--- src/rtl/alu_exception_unit.sv ---
// ALU exception unit: traps on retiring ALU ops, latches EPC/cause/badvaddr,
// then pulses flush and holds the request until it is acked.
module alu_exception_unit #(
  parameter int         CNT_W        = 16,
  parameter logic [4:0] DEFAULT_MASK = 5'b11111
) (
  input  logic             clk,
  input  logic             reset,
  input  logic             alu_valid,
  input  logic [3:0]       alu_control,
  input  logic [7:0]       alu_status,
  input  logic [31:0]      alu_result,
  input  logic [31:0]      pc,
  input  logic             mask_we,
  input  logic [4:0]       mask_wdata,
  input  logic             exc_ack,
  output logic             flush,
  output logic             exc_req,
  output logic [31:0]      epc,
  output logic [4:0]       cause,
  output logic [31:0]      badvaddr,
  output logic             lost,
  output logic [CNT_W-1:0] cnt_adel,
  output logic [CNT_W-1:0] cnt_ades,
  output logic [CNT_W-1:0] cnt_ovf,
  output logic [CNT_W-1:0] cnt_mulovf,
  output logic [CNT_W-1:0] cnt_div0
);

  typedef enum logic [1:0] {
    IDLE    = 2'd0,
    FLUSH   = 2'd1,
    PENDING = 2'd2
  } state_t;

  localparam logic [4:0] C_ADEL = 5'd4;
  localparam logic [4:0] C_ADES = 5'd5;
  localparam logic [4:0] C_OVF  = 5'd12;
  localparam logic [4:0] C_MUL  = 5'd13;
  localparam logic [4:0] C_DIV0 = 5'd15;
  localparam logic [CNT_W-1:0] CNT_MAX = {CNT_W{1'b1}};

  state_t           r_state;
  logic [4:0]       r_mask;
  logic             r_flush;
  logic             r_exc_req;
  logic [31:0]      r_epc;
  logic [4:0]       r_cause;
  logic [31:0]      r_badvaddr;
  logic             r_lost;
  logic [CNT_W-1:0] r_cnt_adel;
  logic [CNT_W-1:0] r_cnt_ades;
  logic [CNT_W-1:0] r_cnt_ovf;
  logic [CNT_W-1:0] r_cnt_mul;
  logic [CNT_W-1:0] r_cnt_div0;

  // Detected conditions, bit order {div0, mul_ovf, addsub_ovf, ades, adel}
  logic [4:0]  w_det;
  logic [4:0]  w_trap_vec;
  logic        w_trap;
  logic [4:0]  w_cause;
  logic [31:0] w_badv;
  logic [4:0]  w_cnt_sel;

  assign w_det[0] = alu_valid && (alu_control == 4'd12) && !alu_status[3];
  assign w_det[1] = alu_valid && (alu_control == 4'd13) && !alu_status[3];
  assign w_det[2] = alu_valid
                 && ((alu_control == 4'd2) || (alu_control == 4'd6))
                 && (alu_status[5] != alu_result[31]);
  assign w_det[3] = alu_valid && (alu_control == 4'd5) && alu_status[6];
  assign w_det[4] = alu_valid && (alu_control == 4'd4) && alu_status[2];

  assign w_trap_vec = w_det & r_mask;
  assign w_trap     = |w_trap_vec;

  // Pick the highest-priority enabled trap: div0 > adel > ades > mul > ovf
  always_comb begin
    w_cause = 5'd0;
    w_badv  = 32'd0;
    if (w_trap_vec[4]) begin
      w_cause = C_DIV0;
    end else if (w_trap_vec[0]) begin
      w_cause = C_ADEL;
      w_badv  = alu_result;
    end else if (w_trap_vec[1]) begin
      w_cause = C_ADES;
      w_badv  = alu_result;
    end else if (w_trap_vec[3]) begin
      w_cause = C_MUL;
    end else if (w_trap_vec[2]) begin
      w_cause = C_OVF;
    end
  end

  // One-hot counter select with the same priority, mask not applied
  always_comb begin
    w_cnt_sel = 5'd0;
    if (w_det[4])      w_cnt_sel[4] = 1'b1;
    else if (w_det[0]) w_cnt_sel[0] = 1'b1;
    else if (w_det[1]) w_cnt_sel[1] = 1'b1;
    else if (w_det[3]) w_cnt_sel[3] = 1'b1;
    else if (w_det[2]) w_cnt_sel[2] = 1'b1;
  end

  // Trap-enable mask; a write lands after the current cycle's decision
  always_ff @(posedge clk) begin
    if (reset)        r_mask <= DEFAULT_MASK;
    else if (mask_we) r_mask <= mask_wdata;
  end

  // Exception FSM with registered outputs and capture registers
  always_ff @(posedge clk) begin
    if (reset) begin
      r_state    <= IDLE;
      r_flush    <= 1'b0;
      r_exc_req  <= 1'b0;
      r_epc      <= 32'd0;
      r_cause    <= 5'd0;
      r_badvaddr <= 32'd0;
      r_lost     <= 1'b0;
    end else begin
      r_flush <= 1'b0;
      unique case (r_state)
        IDLE: begin
          if (w_trap) begin
            r_state    <= FLUSH;
            r_flush    <= 1'b1;
            r_exc_req  <= 1'b1;
            r_epc      <= pc;
            r_cause    <= w_cause;
            r_badvaddr <= w_badv;
          end
        end
        FLUSH: begin
          r_state <= PENDING;
          if (w_trap) r_lost <= 1'b1;
        end
        PENDING: begin
          if (exc_ack) begin
            if (w_trap) begin
              r_state    <= FLUSH;
              r_flush    <= 1'b1;
              r_epc      <= pc;
              r_cause    <= w_cause;
              r_badvaddr <= w_badv;
            end else begin
              r_state   <= IDLE;
              r_exc_req <= 1'b0;
            end
          end else if (w_trap) begin
            r_lost <= 1'b1;
          end
        end
        default: begin
          r_state   <= IDLE;
          r_exc_req <= 1'b0;
        end
      endcase
    end
  end

  // Saturating per-cause event counters
  always_ff @(posedge clk) begin
    if (reset) begin
      r_cnt_adel <= '0;
      r_cnt_ades <= '0;
      r_cnt_ovf  <= '0;
      r_cnt_mul  <= '0;
      r_cnt_div0 <= '0;
    end else begin
      if (w_cnt_sel[0] && r_cnt_adel != CNT_MAX)
        r_cnt_adel <= r_cnt_adel + 1'b1;
      if (w_cnt_sel[1] && r_cnt_ades != CNT_MAX)
        r_cnt_ades <= r_cnt_ades + 1'b1;
      if (w_cnt_sel[2] && r_cnt_ovf != CNT_MAX)
        r_cnt_ovf <= r_cnt_ovf + 1'b1;
      if (w_cnt_sel[3] && r_cnt_mul != CNT_MAX)
        r_cnt_mul <= r_cnt_mul + 1'b1;
      if (w_cnt_sel[4] && r_cnt_div0 != CNT_MAX)
        r_cnt_div0 <= r_cnt_div0 + 1'b1;
    end
  end

  assign flush      = r_flush;
  assign exc_req    = r_exc_req;
  assign epc        = r_epc;
  assign cause      = r_cause;
  assign badvaddr   = r_badvaddr;
  assign lost       = r_lost;
  assign cnt_adel   = r_cnt_adel;
  assign cnt_ades   = r_cnt_ades;
  assign cnt_ovf    = r_cnt_ovf;
  assign cnt_mulovf = r_cnt_mul;
  assign cnt_div0   = r_cnt_div0;

endmodule

--- config.mk ---
export PLATFORM = sky130hd
export DESIGN_NAME = alu_exception_unit
export DESIGN_NICKNAME = d
export VERILOG_FILES = /design/src/rtl/alu_exception_unit.sv
export SDC_FILE = /design/constraint.sdc
export NUM_CORES = 1
export LEC_CHECK = 0
export ABC_AREA = 1
export BUFFER_PORTS_ARGS = -buffer_cell sky130_fd_sc_hd__buf_2
export CORE_ASPECT_RATIO = 2
export CORE_MARGIN = 10
export CORE_UTILIZATION = 39
export CTS_CLUSTER_DIAMETER = 30
export DETAILED_ROUTE_END_ITERATION = 6
export GPL_ROUTABILITY_DRIVEN = 0
export HOLD_SLACK_MARGIN = 0.03
export PLACE_DENSITY_LB_ADDON = 0.12
export SYNTH_ARGS = -nofsm -noshare
export SYNTH_HDL_FRONTEND = slang
export SYNTH_SLANG_ARGS = --single-unit
--- constraint.sdc ---
create_clock -name clk -period 1.8 [get_ports clk]
set_input_delay 0.09 -clock clk [delete_from_list [all_inputs] [get_ports clk]]
set_output_delay 0.09 -clock clk [all_outputs]
set_load 0.02 [all_outputs]
* Yosys cells after proc, flatten, opt, wreduce, memory -nomap -nowiden
Cells that the tools add are included.
** Operators by class
- Muxes and demuxes :: 40
- Eq/ne operators :: 18
- Bitwise logic cells :: 2
- $add $sub $neg :: 5
- Reduce and logical (&&, ||, !) cells :: 25
** Operators with widths (count)
- 32-bit 2-to-1 mux :: 7
- 32-bit one-hot mux with 2 select lines :: 2
- 16-bit by 1-bit adder with 16-bit output, second input constant :: 5
- 16-bit != test, second input constant :: 5
- 4-bit 2-to-1 mux :: 6
- 1-bit logical AND :: 15
- 1-bit 2-to-1 mux :: 14
- 4-bit by 3-bit equality test with 1-bit output, second input constant :: 3
- 5-bit 2-to-1 mux :: 2
- 5-bit one-hot mux with 2 select lines :: 1
- 4-bit equality test, second input constant :: 2
- 2-bit != test, second input constant :: 4
- 2-bit 2-to-1 mux :: 3
- 2-bit one-hot mux with 3 select lines :: 1
- 2-bit AND reduction :: 3
- 5-bit bitwise AND :: 1
- 5-bit OR reduction :: 1
- 4-bit by 2-bit equality test with 1-bit output, second input constant :: 1
- 1-bit one-hot mux with 2 select lines :: 2
- 4-bit AND reduction :: 1
- 2-bit nonzero test :: 2
- 3-bit 2-to-1 mux :: 1
- 1-bit one-hot mux with 3 select lines :: 1
- 2-bit by 1-bit equality test with 1-bit output, second input constant :: 1
- 6 further kinds :: 6
** Storage, ports and cells
- Register bits after elaboration :: 159
- Logic and storage cells :: 103
- Input bits :: 86
- Output and inout port bits :: 152

* Depth between registers and ports, before layout
Gate-level depths: netlist of run 1.
- Depth after elaboration :: 13
- Gate-level depth with buffers :: 11
- Gate-level depth less buffers :: 10

* Worst setup path after synthesis of run 1
OpenSTA, ideal clock, no wires.
- Path kind :: register to register
- Start point :: reg r_cnt_mul[0] (netlist: cnt_mulovf[0])
- End point :: reg r_cnt_mul[12] (netlist: cnt_mulovf[12])
- Cell stages (with the launch flop) :: 10
- Setup time :: 0.132 ns
- Path slack :: 0.091 ns
- Arrival time :: 1.577 ns
- Path buffers :: 1
- Clock period less this slack :: 1.709 ns
- Data required time :: 1.668 ns
- Cells stage by stage :: dfxtp_1 ha_1 nand3_1 nor3_2 nand3_1 nand2_2 inv_2 buf_6 nand2_1 a21oi_1
** On the way
- Cells in the longest elaborated chain, start to end :: 2
- Elaborated cells on any way between the ends :: 3
- Classes of those cells :: add/sub (1); eq/ne (1); reduce/logical (1)
** RTL lines
- start, declared :: RTL line 54 : logic [CNT_W-1:0] r_cnt_mul;
- start signal, assigned :: RTL line 178 : r_cnt_mul <= r_cnt_mul + 1'b1;
- parallel branches: the longest is 2 deep, another holds 16-bit by 1-bit adder with 16-bit output
Parallel ways; which one is timed is not known.
A chain may end at the register's enable or synchronous reset.

* Final worst setup path of run 1
- Start point :: reg r_cnt_ovf[0] (netlist: cnt_ovf[0])
- End point :: reg r_cnt_ovf[3] (netlist: cnt_ovf[3])
** On the way
- Cells in the longest elaborated chain, start to end :: 2
- Elaborated cells on any way between the ends :: 3
- Classes of those cells :: add/sub (1); eq/ne (1); reduce/logical (1)
** RTL lines
- start, declared :: RTL line 53 : logic [CNT_W-1:0] r_cnt_ovf;
- start signal, assigned :: RTL line 176 : r_cnt_ovf <= r_cnt_ovf + 1'b1;
- parallel branches: the longest is 2 deep, another holds 16-bit by 1-bit adder with 16-bit output
Parallel ways; which one is timed is not known.

==> results.toml, run 1 <==
[synth]
yosys-top-cells-count = "nand2_1 (338), nor2_1 (172), dfxtp_1 (158)"
synthAdderAreaFrac = 0.00776
syn_area_per_cell_um2 = 6.66
muxShareOfSynthArea = 0
ys_ff_latch = 158
synth_top_family_by_area = "simple AND/OR/NAND/NOR gates"
ys_types = 34
synth_edf_count = 0
synth_compound_area_frac = 0.0669
synth_xor_area_frac = 0.0500
post_synth_and_or_nand_nor_area_fraction = 0.371
async_flop_share = 0
syn_inst = 1211
syn-num-nets = 1302
synth_area_leaders = "dfxtp_1 (39%), nand2_1 (16%), nor2_1 (8.0%), nand3_1 (7.3%), inv_1 (6.6%)"
synthesis.area_um2 = 8070
ys_warn_count = 0
yosys.area.top_type = "dfxtp_1"
yosysSeqAreaShare = 0.392
synth_top_area_share = 0.392
synth.most_common_cell = "nand2_1"
ys.flop_type = "dfxtp_1"

[routing]
drt_iter0_markers = 320
detail-route-antenna-nets = 0
vias_per_cell = 4.71
drcViolationCount = 0
dr.pass1.iters = 6
wire_per_inst_um = 14.3
routed_wl_mm = 25.9
vias = 8551

[global_routing]
grt_max_degree = 44
grt_overflow = 0
grt_pass1_vias = 8554
gr-usage-all-layers = 0.189
grt_antenna_before_repair = 2
grt_pass1_wl_mm = 41.6

[pwr]
p_leak_nw = 5.30
ir_drop_v = 0.000683
powerDensity_nw_per_um2 = 745
total_power_mw = 8.23

[setup_path]
cp.required_ps = 2130
crit_path_end_kind = "register"
worstSetupPathType = "register to register"
cp-start-kind = "register"
cp_max_fo = 8
arrival_ps = 1970

[cells_and_area]
seq_area_um2 = 3160
area_delta_synth_final_pct = 37.0
multi_input_area_um2 = 4020
fin_util = 0.543
drive_gt1_frac = 0.226
fillers = 2063
final_nets = 1626

[clocking]
cts.sinks = 158
cts_tree = "built"
cts_buffers = 17
post_cts_buffers = 0
worstSkewPairLatency_ps = 440
htreeDepth = 4
path_clk_slew_ps = 60
cts_root_buffer = "clkbuf_16"
cts_buffer_depth = 2

[floorplan]
num_rows = 74
die_h_um = 223
core-area_um2 = 20400
initial_core_util = 0.396
die_width_um = 122
die_area_um2 = 27200
io_pins = 238

[sta]
fin_crit_ps = 1640
finalSetupViolCount = 0
whs_ps = 69.9
slew_violations = 0
setup_slack_ps = 162
timing.final.crit_share = 0.910
fmax_mhz = 611
fin_skew_ps = 6.93
hold_viol = 0

[run_status]
outcome = "complete, no violations"

[place]
hpwl_mm = 18.7
io_buffer_count = 232
place_ws_ps = 44.4

[flow_run]
max_cap_viol_count = 0

[worst_hold_path]
hp-class = "input port to register"
-- per-stage QoR --
step | area, um2 | setup TNS (ps) | std cells
after floorplan | 8070 | 0 | 1211
after global placement | 9620 | 0 | 1705
after detailed placement | 9620 | 0 | 1705
after CTS | 11000 | 0 | 1813
after global routing | 11100 | -0.632 | 1815
final | 11100 | 0 | 1815
-- layer usage --
layer	up-vias	track usage	wire [um]
li1	4416	-	-
met2	221	0.342	13600
met1	3852	0.181	9540
met4	2	0.0947	957
met3	60	0.0663	1750
met5	-	0	7
-- what timing repair did --
item	CTS	global route
resized for setup	0	7
endpoints found under the setup margin	0	15
hold endpoints to repair	71	0
hold buffers	76	0
-- worst max-delay path, stage by stage, from the launching register on --
cell and delay, ps:
dfxtp_1 340, ha_2 240, nand3_2 120, nor3_2 270
nand3_1 120, nand2_2 100, buf_4 160, o21ai_0 80
nand2_1 70, nor2_1 40
-- cell usage in the layout, fill, tap and decap left out, types with 2 or more instances in the layout --
cell type,instances
nand2_2,8
inv_1,140
o21ai_0,26
clkinvlp_4,4
a21oi_2,3
buf_2,232
clkinv_1,2
clkinv_2,3
buf_12,5
nor2_2,5
dlygate4sd3_1,76
and2_1,3
nor3_1,33
xnor2_1,14
nand3b_1,3
clkbuf_16,17
inv_2,6
xor2_1,32
nor2_1,172
clkbuf_8,4
a21oi_1,70
nand3_1,116
nand2_1,337
nand4_1,8
nor3_2,4
nand3_2,7
buf_4,40
dfxtp_1,158
ha_1,4
bufinv_16,4
-- state kept, by name, indices dropped and copies added (netlist names), 2 cells and up --
name,flops
epc,32
r_state,2
r_mask,5
cnt_div0,16
badvaddr,32
cause,4
cnt_adel,16
cnt_ovf,16
cnt_ades,16
cnt_mulovf,16
-- final timing paths --
check                   start     endpoint  slack (ps)  depth (start not counted)
setup / recovery   cnt_ovf[0]   cnt_ovf[3]         160                          9
hold / removal        mask_we    r_mask[0]          70                          4
hold reg to reg   badvaddr[9]  badvaddr[9]         470                          2
setup reg to reg   cnt_ovf[0]   cnt_ovf[3]         160                          9
-- cells by family (layout without fill, tap and decap cells) --
kind of cell | Yosys count | in the layout
fa+ha+maj | 5 | 5
other cells | 1 | 2
compound gates | 102 | 102
xor+xnor | 46 | 46
flops | 158 | 158
buf+inv | 198 | 535
simple gates | 701 | 701
-- layout make-up --
class,instances,area share
Sequential cell,158,0.286
Clock inverter,10,0.0144
Inverter,149,0.0509
Timing Repair inverter,1,0.000679
Tap cell,266,0.0301
Multi-Input combinational cell,855,0.364
Timing Repair Buffer,353,0.210
Antenna cell,1,0.000226
Clock buffer,22,0.0438
-- where the power goes --
part | leakage, nW | total (mW) | internal, mW | switching, mW
Sequential | 1.28 | 3.58 | 3.55 | 0.0282
Combinational | 3.71 | 0.686 | 0.308 | 0.379
Clock | 0.312 | 3.97 | 2.46 | 1.50
(Power assumes the default switching activity.)
==> run 2: changes to the inputs <==
--- a/config.mk
+++ b/config.mk
@@ -15,6 +15,8 @@
 export GPL_ROUTABILITY_DRIVEN = 0
 export HOLD_SLACK_MARGIN = 0.03
 export PLACE_DENSITY_LB_ADDON = 0.12
+export RECOVER_POWER = 50
+export REMOVE_ABC_BUFFERS = 1
 export SYNTH_ARGS = -nofsm -noshare
 export SYNTH_HDL_FRONTEND = slang
 export SYNTH_SLANG_ARGS = --single-unit
==> run 2 against run 1 <==
Register-to-register slack lost 30 ps. Worst hold slack got worse by 3.1 ps. Utilization shrank 1.1 points. Maximum frequency shrank 1.7%. Sequential power hardly changed. Power fell by 2.7%. Non-clock buffer count increased by 3. Critical path type unchanged. Critical endpoint unchanged.
==> results.toml, run 2 (synthesis results as in run 1) <==
[run_status]
outcome = "complete, no violations"

[routing]
drt_iter0_markers = 306
wire_per_inst_um = 14.1
dr.pass1.iters = 5
routed_wl_mm = 25.6
vias_per_cell = 4.69
detail-route-antenna-nets = 0
drcViolationCount = 0
vias = 8522

[setup_path]
r2r-start = "cnt_ovf[1]"
slowest_stage = "dfxtp_2"
crit_family = "simple AND/OR/NAND/NOR gates"
arrival_ps = 1990
cp_max_fo = 8
worstSetupPathType = "register to register"
cpPeakStageDelay_ps = 360
crit_path_end_kind = "register"
cp_common_cell = "nand3_1"
crit_start = "cnt_ovf[1]"
path_cells = "ha_1 > nand3_1 > nor3_2 > nand3_1 > nand2_2 > buf_4 > o21ai_0 > nand2_1 > nor2_1"
cp.required_ps = 2120
cp.buffers_inverters = 1
cp-start-kind = "register"

[cells_and_area]
final_cell_mix = "nand2_1 (337), nor2_1 (173), dfxtp_1 (157), clkbuf_1 (149), inv_1 (140)"
fillers = 2165
area_delta_synth_final_pct = 34.3
antenna_cells = 0
final_cells = 1817
fin_util = 0.532
design_area_um2 = 10800
drive_gt1_frac = 0.133
final_nets = 1629
layout_commonest_cell = "nand2_1"

[sta]
fin_skew_ps = 8.36
slew_violations = 0
finalSetupViolCount = 0
fin_tns_setup_ps = 0
fmax_mhz = 600
fin_crit_ps = 1670
hold_viol = 0
timing.final.crit_share = 0.926
rsz0062_at_grt = "true"

[floorplan]
num_rows = 74
die_width_um = 122
core-area_um2 = 20400
io_pins = 238
initial_core_util = 0.396
die_h_um = 223
die_area_um2 = 27200

[clocking]
cts_buffers = 17
cts_root_buffer = "clkbuf_16"
cts_buffer_depth = 2
path_clk_slew_ps = 60
cts_tree = "built"
worstSkewPairLatency_ps = 440
cts.sinks = 158
htreeDepth = 4

[global_routing]
gr-usage-all-layers = 0.189
grt_pass1_vias = 8428
grt_max_degree = 41
grt_overflow = 0
grt_pass1_wl_mm = 41.4
grt_antenna_before_repair = 1

[pwr]
powerDensity_nw_per_um2 = 740
seqPwrFrac = 0.447
power.internal_mw = 6.13
clkPwrFrac = 0.470
ir_drop_v = 0.000706
power.switching_fraction = 0.235
p_comb_frac = 0.083
p_switching_mw = 1.88
p_leak_nw = 4.67
total_power_mw = 8.01

[worst_hold_path]
hp-class = "input port to register"
hold_start = "reset"

[place]
place_area_um2 = 9600
io_buffer_count = 232
hpwl_mm = 19.0
dp_cells = 1707

[flow_run]
max_cap_viol_count = 0
## run 2: final timing paths
| kind | end | cells past startpoint | slack, ps |
|---|---|---|---|
| setup / recovery | cnt_ovf[3] | 9 | 130 |
| hold / removal | cnt_ades[12] | 4 | 70 |
| setup reg to reg | cnt_ovf[3] | 9 | 130 |
| hold reg to reg | badvaddr[4] | 2 | 470 |
## run 2: routing by layer
layer  routed length [um]  GRT usage
met1                 9340      0.181
met2                13900      0.350
met3                 1780     0.0701
met4                  555     0.0704
met5                    8          0
## run 2: cell type report
type	instances	area (um2)	share of cell area
timing repair inverter	1	7.51	0.000693
inverter	149	566	0.0522
clock inverter	10	135	0.0125
tap	266	333	0.0307
multi-input combinational	855	4020	0.371
sequential	158	3160	0.292
timing repair buffer	356	2130	0.197
clock buffer	22	474	0.0438
## run 2: worst min-delay path: cells and delay by family
kind,cells,cell delay (ps)
buffers and inverters,2,250
AND/OR/NAND/NOR,2,120
## run 2: through the flow
step	hold slack, ps	setup WS (ps)
after floorplan	152	-182
after global placement	299	121
after detailed placement	300	94.7
after CTS	59.7	73.5
after global routing	87.9	-18.4
final	66.8	134
## run 2: power groups by stage
stage | logic (mW) | clock network, mW | registers [mW]
after global placement | 0.547 | 0 | 3.66
after CTS | 0.680 | 3.89 | 3.58
final | 0.661 | 3.77 | 3.59
after floorplan | 0.221 | 0 | 3.72
after detailed placement | 0.550 | 0 | 3.66
after global routing | 0.741 | 4.00 | 3.59
## run 2: what timing repair did
action | in CTS | in global routing
endpoints found under the hold margin | 70 | 0
buffers inserted | 0 | 2
gates resized for setup | 0 | 13
hold buffers | 75 | 0
setup endpoints to repair | 0 | 30
